[src/rtl/mult_pkg.sv]
// Shared definitions for the HI/LO multiply sequencer: state encoding,
// default operand width and iteration-counter sizing.
package mult_pkg;

  localparam int DEFAULT_WIDTH = 32;

  typedef enum logic [1:0] {
    S_IDLE = 2'd0,
    S_RUN  = 2'd1,
    S_DONE = 2'd2
  } state_e;

  // Counter must hold WIDTH-1; never let it collapse to zero bits.
  function automatic int cnt_width(input int w);
    return (w > 2) ? $clog2(w) : 1;
  endfunction

endpackage

[src/rtl/shift_add_core.sv]
// Iterative shift-add datapath: magnitude capture, one partial-product add per
// step, and the final sign fix-up of the 2*WIDTH product.
module shift_add_core
  import mult_pkg::*;
#(
  parameter int WIDTH = DEFAULT_WIDTH
) (
  input  logic               clk,
  input  logic               reset,
  input  logic               load_i,
  input  logic               step_i,
  input  logic               is_signed_i,
  input  logic [WIDTH-1:0]   srca_i,
  input  logic [WIDTH-1:0]   srcb_i,
  output logic [2*WIDTH-1:0] product_o
);

  logic [2*WIDTH-1:0] acc_q, acc_d;
  logic [WIDTH-1:0]   mcand_q, mplier_q;
  logic               neg_q;
  logic [WIDTH:0]     sum;

  // The most-negative value negates to itself, which is its correct
  // unsigned magnitude.
  function automatic logic [WIDTH-1:0] magnitude(input logic [WIDTH-1:0] v,
                                                  input logic sgn);
    return (sgn && v[WIDTH-1]) ? -v : v;
  endfunction

  // NOTE: every variable driven here gets a value on all paths, so no latch
  // is inferred.
  always_comb begin
    sum   = {1'b0, acc_q[2*WIDTH-1:WIDTH]} + ({1'b0, mcand_q} & {(WIDTH+1){mplier_q[0]}});
    acc_d = {sum, acc_q[WIDTH-1:1]};
  end

  // Commit happens on the last step, so the product is taken from acc_d.
  assign product_o = neg_q ? -acc_d : acc_d;

  // NOTE: sequential state uses non-blocking assignments only, so every
  // register sees the pre-edge values of the others.
  always_ff @(posedge clk or posedge reset) begin
    if (reset) begin
      acc_q    <= '0;
      mcand_q  <= '0;
      mplier_q <= '0;
      neg_q    <= 1'b0;
    end else if (load_i) begin
      acc_q    <= '0;
      mcand_q  <= magnitude(srca_i, is_signed_i);
      mplier_q <= magnitude(srcb_i, is_signed_i);
      neg_q    <= is_signed_i & (srca_i[WIDTH-1] ^ srcb_i[WIDTH-1]);
    end else if (step_i) begin
      acc_q    <= acc_d;
      mplier_q <= mplier_q >> 1;
    end
  end

endmodule

[src/rtl/mult_seq_ctrl.sv]
// HI/LO multiply sequencer for the single-cycle MIPS core: FSM, iteration
// counter, HI/LO registers and the pipeline stall.
module mult_seq_ctrl
  import mult_pkg::*;
#(
  parameter int WIDTH = DEFAULT_WIDTH
) (
  input  logic             clk,
  input  logic             reset,
  input  logic             start,
  input  logic             is_signed,
  input  logic [WIDTH-1:0] srca,
  input  logic [WIDTH-1:0] srcb,
  input  logic             mf_req,
  input  logic             mthi,
  input  logic             mtlo,
  output logic [WIDTH-1:0] hi,
  output logic [WIDTH-1:0] lo,
  output logic             busy,
  output logic             done,
  output logic             stall
);

  localparam int CntW = cnt_width(WIDTH);

  state_e             state_q;
  logic [CntW-1:0]    count_q;
  logic [WIDTH-1:0]   hi_q, lo_q;
  logic               busy_q, done_q;
  logic               accept;
  logic [2*WIDTH-1:0] product;

  assign accept = start & (state_q != S_RUN);

  shift_add_core #(.WIDTH(WIDTH)) u_core (
    .clk         (clk),
    .reset       (reset),
    .load_i      (accept),
    .step_i      (busy_q),
    .is_signed_i (is_signed),
    .srca_i      (srca),
    .srcb_i      (srcb),
    .product_o   (product)
  );

  always_ff @(posedge clk or posedge reset) begin
    if (reset) begin
      state_q <= S_IDLE;
      count_q <= '0;
      hi_q    <= '0;
      lo_q    <= '0;
      busy_q  <= 1'b0;
      done_q  <= 1'b0;
    end else begin
      done_q <= 1'b0;
      case (state_q)
        S_IDLE, S_DONE: begin
          if (start) begin
            state_q <= S_RUN;
            count_q <= CntW'(WIDTH - 1);
            busy_q  <= 1'b1;
          end else begin
            state_q <= S_IDLE;
            busy_q  <= 1'b0;
            if (mthi) hi_q <= srca;
            if (mtlo) lo_q <= srca;
          end
        end
        S_RUN: begin
          if (count_q == '0) begin
            state_q      <= S_DONE;
            busy_q       <= 1'b0;
            done_q       <= 1'b1;
            {hi_q, lo_q} <= product;
          end else begin
            count_q <= count_q - 1'b1;
          end
        end
        default: begin
          state_q <= S_IDLE;
          busy_q  <= 1'b0;
        end
      endcase
    end
  end

  // Any HI/LO access while running is held off; the core re-presents it.
  assign stall = busy_q & (start | mf_req | mthi | mtlo);
  assign hi    = hi_q;
  assign lo    = lo_q;
  assign busy  = busy_q;
  assign done  = done_q;

endmodule

[config.mk]
export PLATFORM = sky130hd
export DESIGN_NAME = mult_seq_ctrl
export DESIGN_NICKNAME = d
export VERILOG_FILES = /design/src/rtl/mult_pkg.sv /design/src/rtl/shift_add_core.sv /design/src/rtl/mult_seq_ctrl.sv
export SDC_FILE = /design/constraint.sdc
export NUM_CORES = 1
export LEC_CHECK = 0
export ABC_AREA = 1
export CAP_MARGIN = 10
export CORE_MARGIN = 4
export CORE_UTILIZATION = 53
export CTS_BUF_LIST = sky130_fd_sc_hd__clkbuf_16
export DETAILED_ROUTE_END_ITERATION = 8
export GPL_TIMING_DRIVEN = 0
export PLACE_DENSITY = 0.87
export SLEW_MARGIN = 10
export SYNTH_ARGS = -nofsm -noshare
export SYNTH_HDL_FRONTEND = slang
export SYNTH_SLANG_ARGS = --single-unit
[constraint.sdc]
create_clock -name clk -period 6.7 [get_ports clk]
set_clock_uncertainty 0.1 [all_clocks]
set_input_delay 1.34 -clock clk [delete_from_list [all_inputs] [get_ports clk]]
set_output_delay 1.34 -clock clk [all_outputs]
set_load 0.05 [all_outputs]
# Yosys cells after proc, flatten, opt, wreduce, memory -nomap -nowiden
# Index checks and enable logic that the tools add are counted.
# word_totals
output_inout_bits	67
inputBits	71
word_cells	68
regBits	202
# op_classes
add_sub_neg	5
n_bitwise	8
reduce_logical	10
eq_ne	9
mux	26
# op_table
cell	n
two-way mux 32 bit	10
two-way mux 64 bit	3
one-hot mux 32 bit (2 select lines)	2
negator 32 bit	2
negator 64 bit	1
adder 32 x 33 -> 33 bit	1
bitwise AND 32 x 33 -> 33 bit	1
inequality test 2 bit, second input constant	6
two-way mux 5 bit	2
one-hot mux 5 bit (2 select lines)	1
AND reduction 4 bit	2
logical NOT 5 bit	1
two-way mux 1 bit	5
subtractor 5 x 1 -> 5 bit, second input constant	1
one-hot mux 2 bit (2 select lines)	1
nonzero test 2 bit	2
bitwise AND 1 bit	3
bitwise OR 1 bit	3
AND reduction 3 bit	1
== test 2 x 1 -> 1 bit, second input constant	1
== test 2 bit, second input constant	1
logical AND 1 bit	2
logical NOT 2 bit	1
two-way mux 2 bit	1
4 further kinds	4

# Logic depth before layout (Yosys ltp)
# Gate-level depths: netlist of the first run.
# depth
word_depth	6
depth_mapped	25
ltp_nobuf	23

# Cells and area by module
# A second synthesis of the first run with hierarchy kept.
# unflattened
hier_cells	2302
area_unflattened_um2	14754.2
# by_module_without_submodules
mod	seq_area_each_um2	area_each_um2	instances	cells_per_inst
shift_add_core	3203.1	11144.4	1	1793
mult_seq_ctrl	1826.8	3609.7	1	509

# Least setup slack after synthesis of the first run
# OpenSTA, ideal clock, no wires.
# synth_path
kind	input -> output
startpoint	input port mthi
endpoint	output port stall
arrival_time_ns	2.018
slack_ns	3.242
required_time_ns	5.260
n_path_buf	0
cell_stages	2
path_cell_list	nor4_1 -> nor2_1
# synth_between
elab_chain_len	3
# synth_lines
item	line	rtl
start: declaration	mult_seq_ctrl.sv:15	input logic mthi,
bitwise OR 1 bit (2 in a row)	mult_seq_ctrl.sv:88	assign stall = busy_q & (start | mf_req | mthi | mtlo);
bitwise AND 1 bit	mult_seq_ctrl.sv:88	
end: declaration	mult_seq_ctrl.sv:21	output logic stall
# Every way passes these cells.

# Final worst setup path of the first run
# layout_path
startpoint	input port start
endpoint	output port stall
# layout_between
elab_chain_len	4
# layout_lines
item	line	rtl
start: declaration	mult_seq_ctrl.sv:10	input logic start,
bitwise OR 1 bit (3 in a row)	mult_seq_ctrl.sv:88	
bitwise AND 1 bit	mult_seq_ctrl.sv:88	
# Every way passes these cells.

==> summary.txt, run 1 <==
Count leader, synth -> nand2_1
Synth unique cells -> 50
Mean Syn Cell Area -> 6.525 µm²
H-tree Lvls -> 4
Post-CTS Setup Repair Bufs -> 0
Synth cell count leaders -> nand2_1 (639), inv_1 (306), nor2_1 (256)
Routed WL -> 54,680 µm
Slew headroom -> 38.87%
Maximum clock rate -> 0.2286 GHz
Die ar. -> 30,520 µm²
Final hold viol count -> 0
Post-Syn Nets -> 2,366
# hold bufs at CTS -> 0
Starting density of the core -> 54.19%
Layout cells sized above 1 -> 7.116%
Seq/Total Area, Yosys -> 33.98%
Final max-slew violation count -> 0
Mapped Cells -> 2,257
Avg Vias per Cell -> 5.786
Reg clk slew, reported paths -> 0.08 ns
Vias in the first global route -> 15,150
CTS Sinks -> 200
Synth async-reset ratio -> 100.0%
Leak Pwr -> 8.744 nW
R2r startpoint -> u_core.mplier_q[0]
Crit path time final -> 4.375 ns
Root buffer cell -> clkbuf_16
Total CTS buffers -> 17
Max Root-Sink Buffers -> 2
Post-CTS sizing -> 0
Layout fillers -> 2,562
Most used DFF post-synth -> dfrtp_1
Congestion Overflow GR -> 0
Finished Core Util -> 63.54%
Die Y-Extent -> 174.7 µm
Boundary pin count -> 138
Placer congestion estimate -> 1.002
Setup ws final -> 2.325 ns
Number of DRC markers in iteration 0 -> 1,884
DR vias -> 16,220
Yosys warns -> 0
PortBufs -> 137
Overall power -> 8.681 mW
Crit start category -> input port
Pin count of the biggest net entering global routing -> 39
CORE AREA -> 27,180 µm²
Yosys top cell by area -> dfrtp_1
Post-route DRC violation count -> 0
Req. time, crit path -> 5.26 ns
First-pass GRT wire length -> 83,990 µm
Hold Crit Start -> count_q[0]
Post-synth EDFFs -> 0
Power Density -> 502.7 nW/µm²
Syn-to-layout area delta -> 17.24%
Setup violators final -> 0
Final period util -> 65.30%
Mapped cell area -> 14,730 µm²
Worst-path maximum fanout -> 3
Initial antenna violation count -> 1
Worst VDD drop -> 0.0003864 V
First-pass DRT Iterations -> 6
Synth top area share -> 33.98%
Area contributors post-synth -> dfrtp_1 (34%), nand2_1 (16%), inv_1 (7.8%), nor2_1 (6.5%), nand3_1 (5.5%)
RSZ-0062 raised after global routing -> false
Worst slew pin tran -> 0.9170 ns
Drt wl/cell -> 19.51 µm
# diodes -> 0
Hold_ws -> 0.3811 ns
Worst slack, placed -> 2.357 ns
Chip Width -> 174.7 µm
Status -> complete, no violations
Crit path kind -> input port to output pin
Count of nets after finishing -> 2,527
Total track usage -> 35.06%
Crit path DAT -> 2.94 ns
HPWL Detailed -> 43,670 µm
Clock Latency Late Sink -> 0.45 ns
Antenna viol nets, final -> 0
Max cap viols -> 0
HP Class -> flip-flop to flip-flop
Setup crit start -> start
Setup_tns -> 0 ns
Crit path capture type -> output pin
TritonCTS clock tree -> built
FP Rows -> 60
#FFs+latches synth -> 200
[registers in the layout, summed over array words and instances (netlist names)]
signal and cells:
state_q 2, u_core.mplier_q 32, count_q 5, lo 32, done 1, u_core.acc_q 63
hi 32, u_core.neg_q 1, u_core.mcand_q 32
[critical path, cell delays in order]
cell and delay (ns):
clkdlybuf4s50_1 0.51, nor4_1 0.31, nor2_1 0.07, clkdlybuf4s50_1 0.71
[kinds of logic (layout without fill, tap and decap cells)]
family	count (synthesis)	count (layout)	share of synthesized area, %
compound gates	351	351	13.25
simple gates	1220	1220	35.96
fa+ha+maj	38	38	3.279
buf+inv	398	572	10.55
flops	200	200	33.98
xor+xnor	50	50	2.973
[report_power, final]
group          leakage, nW  switching, mW  internal [mW]
Combinational         5.98           3.97           1.62
Sequential            2.47          0.302           1.71
Clock                0.295          0.570          0.509
[per-stage QoR]
stage,instances,instance area (µm²)
after floorplan,2257,14730
after global placement,2766,16570
after detailed placement,2771,16670
after CTS,2803,17270
after global routing,2803,17270
final,2803,17270
[cells in the final DEF (no fill, tap or decap), types with 10 or more instances in the layout]
cell type          n
o21ai_0          159
ha_1              37
clkbuf_16         17
nand4_1           23
dfrtp_1          200
nand2_2           33
nand3_2           15
clkbuf_1          48
inv_1            305
a31oi_1           43
nor2_1           256
nand3_1          162
buf_2             13
clkdlybuf4s50_1  137
a21oi_1           78
o22ai_1           33
nand2_1          639
inv_2             14
xor2_1            40
nor2_2            23
nor3_1            24
xnor2_1           10
[final timing paths]
check / endpoint / depth (start not counted) / slack (ns)
min in group asynchronous: u_core.mplier_q[17] / 2 / 1.16
min reg2reg: count_q[0] / 1 / 0.38
max in group asynchronous: hi[22] / 5 / 4.23
max reg2reg: hi[28] / 22 / 2.62
max: stall / 4 / 2.32
min: count_q[0] / 1 / 0.38
[final cells by class]
type	count	area, µm²	area share [%]
inverter	322	1212	7.022
clock buffer	17	425.4	2.464
timing repair buffer	142	1471	8.522
sequential	200	5005	28.99
clock inverter	15	172.7	1.000
tap	372	465.4	2.696
buffer	76	345.3	2.000
multi-input combinational	1659	8169	47.31
[routing by layer]
metal	global-route usage (%)	wire length, µm
met3	6.556	5121
met5	0	0
met2	53.70	23780
met4	16.46	2828
met1	48.24	22950
Power figures use the tool's default switching activity.
==> run 2: changes to the inputs <==
- CORE_UTILIZATION: 53 -> 59
- PLACE_DENSITY: 0.87 -> 0.91
- clock period: 6.7 -> 4.45 ns (I/O delays scaled with it)
==> run 2 against run 1 <==
Compared with the run above: non-clock buffer count increased by 1; sequential cell count unchanged; global-route usage increased by 2.9 points; die area decreased by 9.7%; critical path depth increased by 20; combinational power increased by 50%; wire length decreased by 1.7%; critical path type is now flip-flop to flip-flop.
==> summary.txt, run 2 (synthesis gave the netlist of run 1 again) <==
Status -> complete, no violations
Max incr delay on CP -> 0.55 ns
Reg clk slew, reported paths -> 0.08 ns
# diodes -> 0
Fin cells -> 2,756
Crit path kind -> flip-flop to flip-flop
Chip Width -> 166.0 µm
HPWL Detailed -> 42,670 µm
Most frequent cells in the layout -> nand2_1 (639), inv_1 (305), nor2_1 (256), dfrtp_1 (200), nand3_1 (162)
Crit path DAT -> 4.42 ns
R2R depth -> 24
Setup ws final -> 0.3174 ns
Vias in the first global route -> 15,540
First-pass DRT Iterations -> 7
Power Density -> 756.9 nW/µm²
Most used cell, CP -> nand2_1
Antenna viol nets, final -> 0
Leak Pwr -> 8.753 nW
Slew headroom -> 43.46%
Boundary pin count -> 138
Post-CTS Setup Repair Bufs -> 0
Count of nets after finishing -> 2,528
# hold bufs at CTS -> 0
Routed WL -> 53,730 µm
Cells along the critical path -> clkbuf_1 > clkbuf_1 > nand2_1 > inv_1 > ha_1 > fa_1 > nand2_1 > inv_1 > nand2_1 > nand2_2 > nand2_1 > nand2_1 > nand2_1 > nand2_1 > nand2_1 > nand2_2 > nand2_2 > nor2_1 > nand2_1 > nor2_2 > nand3b_1 > nand3_1 > nand3_1 > a21oi_2
Final period util -> 92.87%
WP buf/inv -> 4
Worst slack, placed -> 0.4558 ns
Post-route DRC violation count -> 0
CTS Sinks -> 200
TritonCTS clock tree -> built
Req. time, crit path -> 4.74 ns
Dpl cells -> 2,724
Starting density of the core -> 60.21%
Crit path time final -> 4.133 ns
Max FFs per register -> 63
HP Class -> flip-flop to flip-flop
Max Root-Sink Buffers -> 2
Placer congestion estimate -> 1.042
Worst-path maximum fanout -> 10
Worst slew pin tran -> 0.8481 ns
Most flop-heavy register -> u_core.acc_q
Post-CTS sizing -> 0
Final hold viol count -> 0
Total CTS buffers -> 17
Total track usage -> 37.94%
Syn-to-layout area delta -> 17.01%
FP Rows -> 57
DR vias -> 16,510
Layout cells sized above 1 -> 7.155%
Overall power -> 13.04 mW
R2r startpoint -> u_core.mplier_q[0]
Internal reg-to-reg setup slack -> 0.32 ns
Die Y-Extent -> 166.0 µm
Maximum clock rate -> 0.2420 GHz
Pin count of the biggest net entering global routing -> 41
Layout fillers -> 2,062
Crit path max-delay family -> simple AND/OR/NAND/NOR gates
Max cap viols -> 0
Drt wl/cell -> 19.50 µm
RSZ-0062 raised after global routing -> false
Hold Crit Start -> u_core.mcand_q[4]
Most common cell after layout, fill and taps aside -> nand2_1
Crit start category -> flip-flop
Hold depth -> 2
First-pass GRT wire length -> 83,750 µm
Worst VDD drop -> 0.0007569 V
Crit path max-delay cell type -> clkbuf_1
Initial antenna violation count -> 1
Setup violators final -> 0
PortBufs -> 137
Hold endpoint -> u_core.mcand_q[4]
Congestion Overflow GR -> 0
Number of DRC markers in iteration 0 -> 2,285
Root buffer cell -> clkbuf_16
Avg Vias per Cell -> 5.990
Clock Latency Late Sink -> 0.46 ns
Setup_tns -> 0 ns
Worst R2R End -> hi[24]
CORE AREA -> 24,460 µm²
Die ar. -> 27,550 µm²
Crit path capture type -> flip-flop
H-tree Lvls -> 4
Final max-slew violation count -> 0
Hold_ws -> 0.3906 ns
==> run 2: cell count changes in the layout (fill, tap and decap cells not counted) <==
| cell | previous run | this run |
|---|---|---|
| inv_12 | 1 | 2 |
| clkinv_4 | 2 | 1 |
| buf_16 | 0 | 1 |
| clkinv_8 | 3 | 2 |
| clkinvlp_4 | 1 | 2 |
==> run 2: worst min-delay path, cell delays in order, from the launching register on <==
cell     delay (ns)
dfrtp_1        0.35
nand2_1        0.05
o21ai_0        0.06
==> run 2: layer usage <==
metal	wire [µm]	track usage (%)
met1	20420	48.88
met2	23860	59.07
met3	6033	9.164
met4	3408	20.77
met5	13	0
==> run 2: report_power, final <==
group | internal, mW | switching, mW
Clock | 0.768 | 0.860
Sequential | 2.58 | 0.449
Combinational | 2.44 | 5.95
==> run 2: area by class of cell <==
| class | count | area, µm² | share of cell area [%] |
|---|---|---|---|
| buffer | 76 | 345.3 | 2.004 |
| clock buffer | 17 | 425.4 | 2.469 |
| clock inverter | 15 | 171.4 | 0.9947 |
| inverter | 322 | 1212 | 7.035 |
| multi-input combinational | 1659 | 8169 | 47.40 |
| sequential | 200 | 5005 | 29.04 |
| tap | 324 | 405.4 | 2.352 |
| timing repair buffer | 143 | 1499 | 8.698 |
==> run 2: worst max path at each step <==
stage                                   from                to  cells past startpoint
after floorplan                        reset        count_q[0]                      1
after global placement                 reset  u_core.acc_q[13]                      2
after detailed placement  u_core.mplier_q[0]            hi[24]                     24
after CTS                 u_core.mplier_q[0]            hi[24]                     24
after global routing      u_core.mplier_q[0]            hi[28]                     22
final                     u_core.mplier_q[0]            hi[24]                     24
==> run 2: per-stage QoR <==
step,utilization (%),instance area (µm²)
after floorplan,-,14730
after global placement,67.49,16510
after detailed placement,68.01,16640
after CTS,70.45,17230
after global routing,70.45,17230
final,70.45,17230
